[src/rtl/spi_master_tx.sv]
// SPI mode-0 master: takes a W-bit word over valid/ready, shifts it out MSB-first on mosi
// while capturing miso, and presents the received word with a one-cycle done pulse.
module spi_master_tx #(
  parameter int NUM_BYTES = 4,
  parameter int CLK_DIV   = 2,
  localparam int W   = 8 * NUM_BYTES,
  localparam int BCW = (NUM_BYTES > 1) ? $clog2(NUM_BYTES) : 1,
  localparam int DW  = (CLK_DIV > 1) ? $clog2(CLK_DIV) : 1
) (
  input  logic         clk_i,
  input  logic         rst_ni,
  input  logic [W-1:0] tx_data_i,
  input  logic         tx_valid_i,
  output logic         tx_ready_o,
  output logic [W-1:0] rx_data_o,
  output logic         done_o,
  output logic         byte_done_o,
  output logic         busy_o,
  output logic         sclk_o,
  output logic         mosi_o,
  input  logic         miso_i,
  output logic         cs_n_o
);

  typedef enum logic [1:0] {IDLE, LOW, HIGH, HOLD} state_e;

  localparam logic [DW-1:0]  DIV_MAX   = DW'(CLK_DIV - 1);
  localparam logic [BCW-1:0] LAST_BYTE = BCW'(NUM_BYTES - 1);

  state_e         state_q, state_d;
  logic [DW-1:0]  div_q, div_d;
  logic [2:0]     bit_q, bit_d;
  logic [BCW-1:0] byte_q, byte_d;
  logic [W-1:0]   txs_q, txs_d;
  logic [W-1:0]   rxs_q, rxs_d;
  logic [W-1:0]   rxd_q, rxd_d;
  logic           done_q, done_d;
  logic           bd_q, bd_d;
  logic           last_bit;

  assign last_bit = (bit_q == 3'd7) && (byte_q == LAST_BYTE);

  always_ff @(posedge clk_i or negedge rst_ni) begin
    if (!rst_ni) begin
      state_q <= IDLE;
      div_q   <= '0;
      bit_q   <= '0;
      byte_q  <= '0;
      txs_q   <= '0;
      rxs_q   <= '0;
      rxd_q   <= '0;
      done_q  <= 1'b0;
      bd_q    <= 1'b0;
    end else begin
      state_q <= state_d;
      div_q   <= div_d;
      bit_q   <= bit_d;
      byte_q  <= byte_d;
      txs_q   <= txs_d;
      rxs_q   <= rxs_d;
      rxd_q   <= rxd_d;
      done_q  <= done_d;
      bd_q    <= bd_d;
    end
  end

  always_comb begin
    state_d = state_q;
    div_d   = div_q;
    bit_d   = bit_q;
    byte_d  = byte_q;
    txs_d   = txs_q;
    rxs_d   = rxs_q;
    rxd_d   = rxd_q;
    done_d  = 1'b0;
    bd_d    = 1'b0;
    case (state_q)
      IDLE: begin
        if (tx_valid_i) begin
          state_d = LOW;
          div_d   = DIV_MAX;
          bit_d   = '0;
          byte_d  = '0;
          txs_d   = tx_data_i;
        end
      end
      LOW: begin
        if (div_q == '0) begin
          state_d = HIGH;
          div_d   = DIV_MAX;
        end else begin
          div_d = div_q - 1'b1;
        end
      end
      HIGH: begin
        // Capture on the first cycle after sclk rises; miso has had a full low phase to settle.
        if (div_q == DIV_MAX) rxs_d = {rxs_q[W-2:0], miso_i};
        if (div_q == '0) begin
          div_d = DIV_MAX;
          bit_d = bit_q + 3'd1;
          bd_d  = (bit_q == 3'd7);
          if (bit_q == 3'd7) byte_d = last_bit ? '0 : byte_q + BCW'(1);
          if (last_bit) begin
            state_d = HOLD;
          end else begin
            state_d = LOW;
            txs_d   = {txs_q[W-2:0], 1'b0};
          end
        end else begin
          div_d = div_q - 1'b1;
        end
      end
      HOLD: begin
        if (div_q == '0) begin
          state_d = IDLE;
          done_d  = 1'b1;
          rxd_d   = rxs_q;
        end else begin
          div_d = div_q - 1'b1;
        end
      end
      default: state_d = IDLE;
    endcase
  end

  assign tx_ready_o  = (state_q == IDLE);
  assign busy_o      = ~tx_ready_o;
  assign cs_n_o      = (state_q == IDLE);
  assign sclk_o      = (state_q == HIGH);
  assign mosi_o      = txs_q[W-1];
  assign rx_data_o   = rxd_q;
  assign done_o      = done_q;
  assign byte_done_o = bd_q;

endmodule

[config.mk]
export PLATFORM = sky130hd
export DESIGN_NAME = spi_master_tx
export DESIGN_NICKNAME = d
export VERILOG_FILES = /design/src/rtl/spi_master_tx.sv
export SDC_FILE = /design/constraint.sdc
export NUM_CORES = 1
export LEC_CHECK = 0
export CORE_ASPECT_RATIO = 1.5
export CORE_MARGIN = 10
export CORE_UTILIZATION = 48
export CTS_CLUSTER_SIZE = 28
export DETAILED_ROUTE_END_ITERATION = 7
export PLACE_DENSITY = 0.76
export SETUP_SLACK_MARGIN = 0.5
export SLEW_MARGIN = 20
export SYNTH_ARGS = -nofsm -noshare
export SYNTH_HDL_FRONTEND = slang
export SYNTH_SLANG_ARGS = --single-unit
[constraint.sdc]
create_clock -name clk_i -period 2.1 [get_ports clk_i]
set_clock_uncertainty 0.05 [all_clocks]
set_input_delay 0.42 -clock clk_i [delete_from_list [all_inputs] [get_ports clk_i]]
set_output_delay 0.42 -clock clk_i [all_outputs]
set_load 0.005 [all_outputs]
==> impl_metrics.yaml, run 1 <==
run_status:
  outcome: "finished, final reports clean"
setup_path:
  critPathTopFamily: "buffers and inverters"
  crit_arrival_ns: 2.10
  rrSetupSlack_ns: 0.18
  slowest_delay_ns: 0.43
  slowest_stage: "dfrtp_2"
  cp_common_cell: "buf_12"
  cp-start-kind: "flip-flop"
  criticalPathCategory: "flip-flop to flip-flop"
  cp_max_fo: 7
  path_buf_inv: 5
  cp.required_ns: 2.28
  critical_path.cell_chain: "buf_6, ha_4, buf_12, buf_8, a21oi_4, buf_12, clkbuf_16, mux2_4"
  cp-end-kind: "flip-flop"
  cp.depth: 8
  rr_worst_depth: 8
detailed_routing:
  drtAntennaViolNets: 0
  drtIter0Drc: 67
  first_pass_iters: 4
  vias: 2818
  detail_route.wl_per_cell_um: 20.0
  viasPerCell: 5.29
  wl_um: 10600
  drc_errors: 0
placement:
  place_congestion: 0.731
  place_worst_setup_slack_ns: 0.110
  place_area_mm2: 0.00550
  portBuffers: 74
  dp_hpwl_um: 5620
global_routing:
  track_usage: 0.137
  grt_pass1_vias: 3031
  overflow: 0
  antenna_found_initial: 0
  grt_pass1_wl_um: 15600
  grt_max_degree: 107
finish:
  seq_area_mm2: 0.00265
  utilization: 0.713
  nNetsFinal: 459
  multi_input_area_mm2: 0.00213
  fillers: 618
  final_cell_area_mm2: 0.00660
  area_growth_pct: 44.3
  n_antenna_cell: 0
  drive_above_1_share: 0.499
timing:
  slew_headroom: 0.619
  whs_ns: 0.0678
  final.setup.tns_ns: 0
  post-route-min-period_ns: 1.92
  fmax_ghz: 0.522
  rsz0062_at_grt: "yes"
  tightest_slew_ns: 0.571
  setup_ws_ns: 0.184
  fin_crit_sh: 0.912
  setup_viol: 0
  drv_slew: 0
  hold_viol_final: 0
yosys:
  yosysMostFrequentCell: "mux2_2"
  ys_top_cells_by_count: "mux2_2 (120), dfrtp_1 (106), buf_2 (8), nand2_1 (8), ha_1 (7)"
  synth_fp_nets: 347
  synth_edf_count: 0
  syn_area_mm2: 0.00457
  synth.distinct_cells: 31
  ys.flop_type: "dfrtp_1"
  ys_seq_elements: 106
  ys.warnings.count: 0
  synth_top_area_frac: 0.580
  post_synth.cell_area_avg_um2: 15.0
  synthTopCellsByArea: "dfrtp_1 (58%), mux2_2 (30%), ha_1 (1.9%), mux2_1 (1.5%), buf_2 (0.88%)"
  yosys.area.top_type: "dfrtp_1"
  ys_seq_area_frac: 0.580
  syn_inst: 304
  async_flop_share: 1.00
floorplanning:
  die_y_um: 140
  ios: 75
  row_count: 43
  die_x_um: 99.7
  core_mm2: 0.00925
  die_area_mm2: 0.0139
  start_util: 0.494
clocking:
  postCtsHoldBufs: 0
  cts_buffers: 9
  cts_tree: "done"
  cts.sinks: 106
  clk_pin_slew_ns: 0.07
  clk-insertion-delay-late_ns: 0.35
  clockBufferDepth: 2
  ctsRootBufferMaster: "clkbuf_16"
  htree_levels: 3
power_and_ir_drop:
  power.leakage_uw: 0.00330
  vdd_ir_drop_max_uv: 829
  pwr_density_cell_mw_per_mm2: 1180
hold_path:
  hold_path.class: "input pin to asynchronous set/reset pin"
run:
  cap_violations: 0
[report_power, final]
part	switching, uW	internal [uW]	total, uW
Clock	770	850	1620
Sequential	318	2540	2850
Combinational	1160	2140	3300
[kinds of logic (layout without fill, tap and decap cells)]
kind of cell	count (synthesis)	in the layout	synth area share
muxes	127	127	0.315
buffers and inverters	20	137	0.0252
AOI/OAI and AO/OA	18	18	0.0296
adders and majority gates	7	7	0.0192
DFF	106	106	0.580
and+or+nand+nor	26	26	0.0307
[repair_timing]
action | 4_1_cts | 5_1_grt
endpoints found under the setup margin | 121 | 101
cloned | 4 | 6
buffers inserted | 15 | 10
pin swaps | 2 | 5
gates resized for setup | 81 | 76
[cell usage in the layout, fill, tap and decap left out, drive strengths merged]
master,n
a211oi,1
a21o,2
a21oi,3
a22o,4
a2bb2oi,1
and2,2
and3,2
buf,43
clkbuf,16
clkdlybuf4s50,34
clkinv,4
clkinvlp,1
dfrtp,106
dlygate4sd2,35
ha,7
inv,4
mux2,126
mux2i,1
nand2,8
nand2b,2
nand3,1
nand4b,1
nor2,2
nor2b,3
nor3,1
nor3b,1
o21ai,5
o221ai,1
o2bb2ai,1
or2,2
or2b,1
[per-layer routing]
layer,global-route usage,part of all wire
met4,0.0431,0.012
met2,0.223,0.51
met1,0.165,0.42
met3,0.0481,0.058
met5,0,0
[stage by stage]
step	std cells	power [uW]
after floorplan	304	4280
after global placement	482	4810
final	533	7780
after global routing	533	8130
after detailed placement	482	4900
after CTS	517	7090
[flip-flops by register name, summed over array words and instances (netlist names)]
name         count
bit_q            3
done_o           1
state_q          2
txs_q           32
div_q            1
byte_done_o      1
rx_data_o       32
rxs_q           32
byte_q           2
[worst paths after layout]
| path | from | end |
|---|---|---|
| worst max-delay path | state_q[1] | txs_q[3] |
| worst min-delay path | rst_ni | txs_q[3] |
| worst max register to register | state_q[1] | txs_q[3] |
| worst min register to register | rx_data_o[8] | rx_data_o[8] |
| max in group asynchronous | rst_ni | rx_data_o[6] |
| min in group clk_i | rx_data_o[8] | rx_data_o[8] |
[final cells by class]
class	count	area share
Sequential cell	106	0.402
Multi-Input combinational cell	178	0.323
Timing Repair Buffer	118	0.207
Clock buffer	10	0.0362
Tap cell	112	0.0212
Clock inverter	6	0.00759
Inverter	3	0.00209
No activity file was read; power rests on OpenSTA's default activity.
==> inputs of run 2 (changes only) <==
- CORE_UTILIZATION: 48 -> 50
- DONT_BUFFER_PORTS: unset -> 1
- PLACE_DENSITY: 0.76 -> 0.68
==> impl_metrics.yaml, run 2 (same netlist as run 1, synthesis figures left out) <==
finish:
  nNetsFinal: 368
  n_antenna_cell: 0
  final_common_cell: "mux2_2"
  fillers: 681
  area_growth_pct: 16.8
  drive_above_1_share: 0.548
  utilization: 0.601
  most-common-layout-cells: "mux2_2 (119), dfrtp_1 (105), clkbuf_16 (12), buf_4 (12), nand2_1 (7)"
  final_cell_area_mm2: 0.00534
clocking:
  clk_pin_slew_ns: 0.07
  clockBufferDepth: 2
  htree_levels: 3
  cts.sinks: 106
  ctsRootBufferMaster: "clkbuf_16"
  cts_buffers: 9
  cts_tree: "done"
  clk-insertion-delay-late_ns: 0.34
global_routing:
  grt_pass1_vias: 2523
  grt_max_degree: 107
  grt_use_met3: 0.0424
  met1_usage: 0.137
  track_usage: 0.120
  overflow: 0
  gr-usage-met2: 0.197
  grt_busiest_layer: "met2"
  antenna_found_initial: 0
  grt_pass1_wl_um: 13000
setup_path:
  cp.depth: 6
  rr_worst_depth: 6
  slowest_delay_ns: 0.41
  cp_max_fo: 31
  cp-end-kind: "flip-flop"
  cp-start-kind: "flip-flop"
  path_buf_inv: 1
  critical_path.cell_chain: "ha_2, ha_2, a21o_1, a21oi_4, buf_12, mux2_2"
  slowest_stage: "dfrtp_1"
  crit_arrival_ns: 2.04
  cp_common_cell: "ha_2"
  critPathTopFamily: "flip-flops"
  cp.required_ns: 2.28
  criticalPathCategory: "flip-flop to flip-flop"
timing:
  fmax_ghz: 0.537
  whs_ns: -0.280
  fin_crit_sh: 0.887
  tightest_slew_ns: 0.391
  slew_headroom: 0.740
  rsz0062_at_grt: "yes"
  setup_viol: 0
  post-route-min-period_ns: 1.86
  hold_viol_final: 106
  final.setup.tns_ns: 0
  drv_slew: 0
power_and_ir_drop:
  seqPwrFrac: 0.441
  pwr-share-comb: 0.312
  clkPwrFrac: 0.247
  vdd_ir_drop_max_uv: 561
  switchingPower_uw: 1840
  swShare: 0.286
  power.leakage_uw: 0.00249
  finalPower_uw: 6440
  power.internal_uw: 4600
  pwr_density_cell_mw_per_mm2: 1210
floorplanning:
  die_x_um: 98.1
  ios: 75
  die_y_um: 137
  core_mm2: 0.00888
  start_util: 0.515
  row_count: 42
  die_area_mm2: 0.0134
detailed_routing:
  vias: 2427
  viasPerCell: 5.52
  drtAntennaViolNets: 0
  detail_route.wl_per_cell_um: 19.1
  first_pass_iters: 3
  drtIter0Drc: 50
  wl_um: 8400
  drc_errors: 0
placement:
  portBuffers: 0
  place_congestion: 0.737
  place_area_mm2: 0.00475
  dp_hpwl_um: 5350
hold_path:
  hold_path.class: "input pin to asynchronous set/reset pin"
run_status:
  outcome: "finished with violations"
  violations: "negative hold slack"
run:
  cap_violations: 0
run 2: cell count changes in the layout (fill, tap and decap cells not counted), sizes merged:
cell | previous run | this run
dlygate4sd2 | 35 | 0
clkdlybuf4s50 | 34 | 0
buf | 43 | 24
clkbuf | 16 | 12
inv | 4 | 6
clkinvlp | 1 | 0
run 2: path summary, 6_finish.rpt:
check / from / endpoint / slack (ns)
max: bit_q[0] / txs_q[16] / 0.24
max in group asynchronous: rst_ni / state_q[1] / 2.13
min reg2reg: txs_q[28] / txs_q[28] / 0.44
min in group clk_i: miso_i / rxs_q[0] / 0.18
max reg2reg: bit_q[0] / txs_q[16] / 0.24
min: rst_ni / txs_q[0] / -0.28
run 2: per-layer routing:
metal / wire [um] / up-vias
li1: - / 1123
met1: 3480 / 1237
met2: 4180 / 55
met3: 576 / 12
met4: 163 / 0
met5: 0 / -
run 2: power by group through the flow:
| stage | clock network [uW] | registers, uW | logic [uW] |
|---|---|---|---|
| detailed placement | 0 | 2890 | 1710 |
| CTS | 1650 | 2850 | 1840 |
| floorplan | 0 | 2770 | 1520 |
| global route | 1730 | 2910 | 2190 |
| finish | 1590 | 2840 | 2010 |
| global placement | 0 | 2870 | 1650 |
run 2: area by class of cell:
cell class / instances / area (um2) / area share
sequential: 106 / 2650 / 0.497
multi-input combinational: 178 / 1880 / 0.352
timing repair buffer: 27 / 372 / 0.0696
clock buffer: 9 / 225 / 0.0422
tap: 110 / 138 / 0.0258
clock inverter: 7 / 60.1 / 0.0112
inverter: 3 / 13.8 / 0.00258
run 2: what timing repair did:
| item | in CTS | in global routing |
|---|---|---|
| endpoints found under the setup margin | 94 | 105 |
| pin swaps | 1 | 0 |
| gates cloned | 1 | 4 |
| gates resized for setup | 14 | 12 |
| setup buffers | 5 | 7 |
| endpoints found under the hold margin | 106 | 106 |
run 2: stage by stage:
stage	hold WS, ns	setup slack [ns]	instances
floorplan	0.0744	0.334	304
global placement	0.0782	0.261	407
detailed placement	0.0783	0.226	407
CTS	-0.293	0.220	429
global route	-0.301	0.163	440
finish	-0.280	0.237	440
run 2: worst register-to-register path, stage by stage, from the launching register on:
cell and delay, ns:
dfrtp_1 0.41, ha_2 0.19, ha_2 0.16, a21o_1 0.21
a21oi_4 0.15, buf_12 0.21, mux2_2 0.37
==> inputs of run 3 (changes only) <==
- PLACE_DENSITY: 0.68 -> 0.67
==> impl_metrics.yaml, run 3 (same netlist as run 1, synthesis figures left out) <==
global_routing:
  grt_pass1_vias: 2580
  grt_pass1_wl_um: 13600
  grt_max_degree: 107
  overflow: 0
  track_usage: 0.127
  antenna_found_initial: 0
setup_path:
  slowest_delay_ns: 0.39
  cp-start-kind: "flip-flop"
  cp_max_fo: 31
  crit_arrival_ns: 2.04
  critical_path.cell_chain: "ha_2, ha_4, a21o_1, a21oi_4, buf_12, mux2_2"
  critPathTopFamily: "flip-flops"
  rrSetupSlack_ns: 0.24
  cp-end-kind: "flip-flop"
  criticalPathCategory: "flip-flop to flip-flop"
  cp.required_ns: 2.28
  slowest_stage: "dfrtp_1"
  path_buf_inv: 1
placement:
  dp_hpwl_um: 5430
  place_congestion: 0.711
  place_area_mm2: 0.00474
  portBuffers: 0
power_and_ir_drop:
  switchingPower_uw: 1890
  power.leakage_uw: 0.00257
  pwr-share-comb: 0.323
  swShare: 0.280
  clkPwrFrac: 0.254
  pwr_density_cell_mw_per_mm2: 1220
  vdd_ir_drop_max_uv: 583
  power.internal_uw: 4860
  seqPwrFrac: 0.423
  finalPower_uw: 6750
clocking:
  ctsRootBufferMaster: "clkbuf_16"
  clk-insertion-delay-late_ns: 0.35
  cts_buffers: 9
  cts_tree: "done"
  clk_pin_slew_ns: 0.07
  clockBufferDepth: 2
  htree_levels: 3
  cts.sinks: 106
floorplanning:
  die_area_mm2: 0.0134
  row_count: 42
  die_x_um: 98.1
  ios: 75
  start_util: 0.515
  core_mm2: 0.00888
  die_y_um: 137
finish:
  final_common_cell: "dfrtp_1"
  most-common-layout-cells: "dfrtp_1 (105), mux2_2 (94), mux2_4 (26), clkbuf_16 (12)"
  utilization: 0.625
  drive_above_1_share: 0.547
  final_cell_area_mm2: 0.00555
  area_growth_pct: 21.4
  nNetsFinal: 367
  n_antenna_cell: 0
timing:
  fin_crit_sh: 0.886
  whs_ns: -0.287
  rsz0062_at_grt: "yes"
  slew_headroom: 0.669
  hold_viol_final: 106
  drv_slew: 0
  fmax_ghz: 0.537
  final.setup.tns_ns: 0
  setup_viol: 0
  tightest_slew_ns: 0.496
  post-route-min-period_ns: 1.86
detailed_routing:
  drc_errors: 0
  drtIter0Drc: 38
  vias: 2462
  drtAntennaViolNets: 0
  detail_route.wl_per_cell_um: 20.1
  viasPerCell: 5.61
  first_pass_iters: 4
  wl_um: 8850
hold_path:
  hold_path.class: "input pin to asynchronous set/reset pin"
run_status:
  outcome: "finished with violations"
  violations: "negative hold slack"
run:
  cap_violations: 0
[run 3: repair_timing]
item	CTS	global route
gates cloned	4	4
pin swaps	0	4
gates resized for setup	13	37
endpoints found under the setup margin	95	106
hold endpoints to repair	106	106
buffers inserted	5	5
[run 3: area by class of cell]
class | count | area [um2]
multi-input cells | 178 | 1980
repair buffers | 26 | 460
flip-flops and latches | 106 | 2650
well taps | 110 | 138
fillers | 672 | 3330
clock buffers | 9 | 225
clock inverters | 7 | 82.6
inverters | 3 | 11.3
[run 3: worst paths after layout]
kind / startpoint / end / depth (start not counted)
max: bit_q[1] / txs_q[24] / 6
min: rst_ni / txs_q[0] / 0
max reg2reg: bit_q[1] / txs_q[24] / 6
min reg2reg: txs_q[28] / txs_q[28] / 1
max in group asynchronous: rst_ni / rxs_q[30] / 0
min in group clk_i: miso_i / rxs_q[0] / 1
[run 3: power groups by stage]
| stage | Clock [uW] | Combinational, uW | Sequential [uW] |
|---|---|---|---|
| global placement | 0 | 1640 | 2880 |
| CTS | 1760 | 1980 | 2850 |
| global route | 1850 | 2360 | 2930 |
| finish | 1710 | 2180 | 2860 |
| floorplan | 0 | 1520 | 2770 |
| detailed placement | 0 | 1700 | 2900 |
[run 3: per-layer routing]
layer / part of all wire / track usage
met1: 0.37 / 0.132
met2: 0.53 / 0.218
met3: 0.073 / 0.0500
met4: 0.022 / 0.0624
met5: 0 / 0
[run 3: metrics by stage]
stage | std cells | worst slack (ns)
after global placement | 405 | 0.254
after CTS | 430 | 0.233
final | 439 | 0.239
after global routing | 439 | 0.184
after detailed placement | 405 | 0.227
after floorplan | 304 | 0.334
